`src/rtl/cv32e40p_pkg.sv`:
```
// Shared types and constants for the instruction realigner.
package cv32e40p_pkg;

    typedef enum logic [1:0] {
        ALIGNED      = 2'd0,
        MISALIGNED   = 2'd1,
        BRANCH_MISAL = 2'd2
    } realign_state_e;

    // Low two bits of an RV32 instruction; 2'b11 marks a full 32-bit encoding.
    localparam logic [1:0] OPCODE_C_MASK = 2'b11;

    // A halfword starts a compressed instruction unless both low bits are set.
    function automatic logic is_compressed(input logic [1:0] lsbs);
        return (lsbs & OPCODE_C_MASK) != OPCODE_C_MASK;
    endfunction

endpackage

```
`src/rtl/cv32e40p_instr_realigner.sv`:
```
// Turns the word-aligned prefetch stream into a halfword-aligned instruction
// stream (RV32C), one instruction per cycle, with a single stored halfword.
module cv32e40p_instr_realigner
    import cv32e40p_pkg::*;
#(
    parameter logic [31:0] RESET_PC = 32'h0000_0000
) (
    input  logic        clk,
    input  logic        rst,
    input  logic        fetch_valid_i,
    input  logic [31:0] fetch_rdata_i,
    output logic        fetch_ready_o,
    input  logic        branch_i,
    input  logic [31:0] branch_addr_i,
    output logic        instr_valid_o,
    input  logic        instr_ready_i,
    output logic [31:0] instr_o,
    output logic        instr_compressed_o,
    output logic [31:0] pc_o
);

    realign_state_e state_q, state_d;
    logic [31:0]    pc_q, pc_d;
    logic [15:0]    half_q, half_d;
    logic           accept;

    assign pc_o = pc_q;

    // Next-state and output selection; a branch overrides every state.
    always_comb begin
        state_d            = state_q;
        pc_d               = pc_q;
        half_d             = half_q;
        instr_valid_o      = 1'b0;
        fetch_ready_o      = 1'b0;
        instr_o            = fetch_rdata_i;
        instr_compressed_o = 1'b0;
        accept             = 1'b0;

        if (rst) begin
            instr_valid_o = 1'b0;
            fetch_ready_o = 1'b0;
        end else if (branch_i) begin
            pc_d    = branch_addr_i;
            state_d = branch_addr_i[1] ? BRANCH_MISAL : ALIGNED;
        end else begin
            unique case (state_q)
                ALIGNED: begin
                    instr_valid_o = fetch_valid_i;
                    accept        = instr_valid_o && instr_ready_i;
                    fetch_ready_o = accept;
                    if (is_compressed(fetch_rdata_i[1:0])) begin
                        instr_o            = {16'h0000, fetch_rdata_i[15:0]};
                        instr_compressed_o = 1'b1;
                        if (accept) begin
                            half_d  = fetch_rdata_i[31:16];
                            pc_d    = pc_q + 32'd2;
                            state_d = MISALIGNED;
                        end
                    end else begin
                        instr_o = fetch_rdata_i;
                        if (accept) begin
                            pc_d = pc_q + 32'd4;
                        end
                    end
                end
                MISALIGNED: begin
                    if (is_compressed(half_q[1:0])) begin
                        instr_valid_o      = 1'b1;
                        accept             = instr_ready_i;
                        instr_o            = {16'h0000, half_q};
                        instr_compressed_o = 1'b1;
                        if (accept) begin
                            pc_d    = pc_q + 32'd2;
                            state_d = ALIGNED;
                        end
                    end else begin
                        instr_valid_o = fetch_valid_i;
                        accept        = instr_valid_o && instr_ready_i;
                        fetch_ready_o = accept;
                        instr_o       = {fetch_rdata_i[15:0], half_q};
                        if (accept) begin
                            half_d = fetch_rdata_i[31:16];
                            pc_d   = pc_q + 32'd4;
                        end
                    end
                end
                BRANCH_MISAL: begin
                    if (is_compressed(fetch_rdata_i[17:16])) begin
                        instr_valid_o      = fetch_valid_i;
                        accept             = instr_valid_o && instr_ready_i;
                        fetch_ready_o      = accept;
                        instr_o            = {16'h0000, fetch_rdata_i[31:16]};
                        instr_compressed_o = 1'b1;
                        if (accept) begin
                            pc_d    = pc_q + 32'd2;
                            state_d = ALIGNED;
                        end
                    end else begin
                        fetch_ready_o = fetch_valid_i;
                        if (fetch_valid_i) begin
                            half_d  = fetch_rdata_i[31:16];
                            state_d = MISALIGNED;
                        end
                    end
                end
                default: begin
                    state_d = ALIGNED;
                end
            endcase
        end
    end

    // State, PC and stored halfword registers with synchronous reset.
    always_ff @(posedge clk) begin
        if (rst) begin
            state_q <= ALIGNED;
            pc_q    <= RESET_PC;
            half_q  <= 16'h0000;
        end else begin
            state_q <= state_d;
            pc_q    <= pc_d;
            half_q  <= half_d;
        end
    end

endmodule

```
`config.mk`:
```
export PLATFORM = sky130hd
export DESIGN_NAME = cv32e40p_instr_realigner
export DESIGN_NICKNAME = d
export VERILOG_FILES = /design/src/rtl/cv32e40p_pkg.sv /design/src/rtl/cv32e40p_instr_realigner.sv
export SDC_FILE = /design/constraint.sdc
export NUM_CORES = 1
export LEC_CHECK = 0
export ABC_CLOCK_PERIOD_IN_PS = 3300
export BUFFER_PORTS_ARGS = -buffer_cell sky130_fd_sc_hd__buf_4
export CAP_MARGIN = 10
export CORE_UTILIZATION = 52
export CTS_CLUSTER_DIAMETER = 50
export DETAILED_ROUTE_END_ITERATION = 7
export MAX_ROUTING_LAYER = met4
export PLACE_DENSITY = 0.8
export SLEW_MARGIN = 20
export SYNTH_ARGS = -nofsm -noshare
export SYNTH_HDL_FRONTEND = slang
export SYNTH_SLANG_ARGS = --single-unit
export TNS_END_PERCENT = 30
```
`constraint.sdc`:
```
create_clock -name clk -period 3.3 [get_ports clk]
set_clock_uncertainty 0.15 [all_clocks]
set_input_delay 0.165 -clock clk [delete_from_list [all_inputs] [get_ports clk]]
set_output_delay 0.165 -clock clk [all_outputs]
set_load 0.005 [all_outputs]
```
==> metrics <==
Longest Clk Path Bufs 2; Data arrival, critical path 2.64 ns; worst skew pair latency 0.32 ns; setup TNS 0 ns; layout cells sized above 1 0.2549; Port Buffers 135; CTS Buf Count 5; most frequent cells in the layout buf_4 (149), nand2_1 (63), dfxtp_1 (50), nor2_1 (45), a21oi_1 (35); hpwl dp 11.95 mm; area delta synth->final 31.89%; Final Util 0.7234; Ant. Diodes 0; Synth Cell Area 0.004304 mm^2; CTS Sinks 50; vias in the first global route 5,276; fmax 0.3389 GHz; status complete, no violations; # fillers 658; Crit path required time 2.98 ns; relative slew slack 0.5236; DRC viols 0; critical path, cell by cell inv_1 > ha_1 > buf_4 > and3_1 > and2_1 > a22o_1 > buf_4; Hold Violations, Final 0; DIE AREA 0.008645 mm^2; hold buffers post-CTS 25; routed vias 5,545; CP Max Fanout 17; PwrDens 316.2 mW/mm^2; Max Transition Viols Final 0; TritonRoute pass-1 iters 6; cells after synthesis 581; CTS Root Cell clkbuf_8; Core ar. 0.007848 mm^2; #FFs+latches synth 50; first-pass GRT wire length 26.71 mm; row count 32; commonest non-fill, non-tap cell in the layout buf_4; WL/cell 20.90 um; nets 789; # H-tree levels 2; gpl congestion 1.003; Starting Density 0.5485; Max Cap Viol 0; crit path time final 2.950 ns; Worst-Margin Slew 0.7081 ns; Top Ports 136; Die Ht 92.98 um; Layout Cells excl Fill 816; CP endpoint kind output pin; Ys Warns 0; TritonCTS clock tree yes; Total GRT Usage 0.4014; Final ANT Viol Nets 0; Pleak 2.350 nW; Post-CTS Setup Inserts 0; most frequent CP cell buf_4; initial drt markers 539; Final setup violation count 0; Overflow after GRT 0; Netlist cell types 74; predominant post-synthesis flop cell dfxtp_1; asr flop ratio synth 0; register area share after synthesis 0.2326; min-delay worst type input pin to flip-flop; syn nets 656; worst stage delay on the critical path 0.56 ns; maximum VDD drop 237.0 uV; largest net degree at the start of global routing 47; startpoint types flip-flop; DR vias/cell 6.795; reg2reg path depth 7; Die W 92.98 um; final WL 17.06 mm; CP max-delay cell and2_1; Mean Syn Cell Area 7.408 um^2; post_cts resized 0; Hold Crit Depth 3; Cells after DPL 783; initial antenna violation count 0; final hold slack 0.007132 ns; critical path class flip-flop to output pin; RSZ-0062 raised after global routing no; Post-synth EDFFs 0; Worst-path clk slew 0.09 ns; fin crit share 0.8941
-- cell families (layout without fill, tap and decap cells) --
logic type      Yosys count  count (layout)  synth area share
simple gates            230             230            0.2808
compound gates          213             213            0.3477
buf+inv                  56             189           0.06337
flops                    50              50            0.2326
mux                      18              18           0.04186
xor+xnor                  8               8           0.01628
fa+ha+maj                 6               6           0.01744
-- metal layers --
| metal | wire length [um] | GRT usage | vias to the layer above | share of wire |
|---|---|---|---|---|
| met3 | 1526 | 0.05528 | 66 | 0.089 |
| met1 | 6724 | 0.4867 | 2583 | 0.39 |
| met2 | 8172 | 0.6636 | 401 | 0.48 |
| met4 | 631 | 0.1808 | 0 | 0.037 |
| met5 | 0 | - | - | 0 |
| li1 | - | - | 2495 | - |
-- synth_stat cells, drive strengths merged, types with 3 or more instances --
master | instances | area (um^2)
and2 | 8 | 50.05
o221ai | 6 | 52.55
o311a | 4 | 40.04
mux2i | 18 | 180.2
o2111ai | 3 | 26.28
nand2 | 64 | 242.7
nand2b | 4 | 27.53
a22oi | 18 | 135.1
o21ai | 50 | 250.2
or3 | 4 | 25.02
o31a | 3 | 26.28
a41oi | 3 | 26.28
nand4 | 14 | 112.6
o211ai | 3 | 22.52
clkbuf | 23 | 86.33
a31oi | 17 | 106.4
inv | 7 | 26.28
nor2 | 50 | 220.2
and3 | 10 | 62.56
nand3b | 3 | 22.52
a31o | 3 | 26.28
o22ai | 10 | 68.81
xnor2 | 6 | 52.55
o21a | 5 | 37.54
o31ai | 5 | 37.54
buf | 26 | 160.2
a32oi | 5 | 43.79
a22o | 18 | 157.7
nor4 | 10 | 83.83
nand3 | 29 | 150.1
a211o | 4 | 35.03
a21oi | 36 | 183.9
ha | 6 | 75.07
nor3 | 26 | 145.1
a311oi | 4 | 35.03
dfxtp | 50 | 1001
-- worst max-delay path, delay by kind of cell (launching register included) --
family / cells / cell delay, ns
adder cells (fa/ha/maj): 1 / 0.36
flip-flops: 1 / 0.35
buffers and inverters: 3 / 0.51
AND/OR/NAND/NOR: 2 / 0.86
AO/OA/AOI/OAI: 1 / 0.24
-- layout make-up --
| class | count | area [um^2] | area share |
|---|---|---|---|
| Timing Repair Buffer | 175 | 1379 | 0.2429 |
| Tap cell | 102 | 127.6 | 0.02248 |
| Clock inverter | 1 | 30.03 | 0.005290 |
| Inverter | 7 | 26.28 | 0.004629 |
| Multi-Input combinational cell | 475 | 3030 | 0.5338 |
| Sequential cell | 50 | 1001 | 0.1763 |
| Clock buffer | 6 | 82.58 | 0.01455 |
-- state kept, by name, summed over array words and instances, names as in the netlist --
| name | flops |
|---|---|
| half_q | 16 |
| pc_o | 32 |
| state_q | 2 |
-- path summary, 6_finish.rpt --
check	slack, ns	start	to
worst min-delay path	0.007	branch_addr_i[31]	pc_o[31]
worst max-delay path	0.35	state_q[1]	instr_o[26]
worst max register to register	0.48	state_q[0]	pc_o[23]
worst min register to register	0.36	half_q[5]	half_q[5]
-- power by group --
part | switching [W] | leakage [nW] | internal, W
Combinational | 0.000318 | 1.88 | 0.000284
Clock | 0.000232 | 0.0573 | 0.000244
Sequential | 0.0000756 | 0.411 | 0.000641
Total | 0.000626 | 2.35 | 0.00117
-- through the flow --
stage / instance area, um^2 / power (W) / worst slack, ns
after global routing: 5677 / 0.001856 / 0.2133
after CTS: 5667 / 0.001769 / 0.4054
after global placement: 5304 / 0.001274 / 0.6824
after detailed placement: 5304 / 0.001285 / 0.5645
final: 5677 / 0.001795 / 0.3496
after floorplan: 4304 / 0.001023 / 0.9294
No activity file was read; power rests on OpenSTA's default activity.
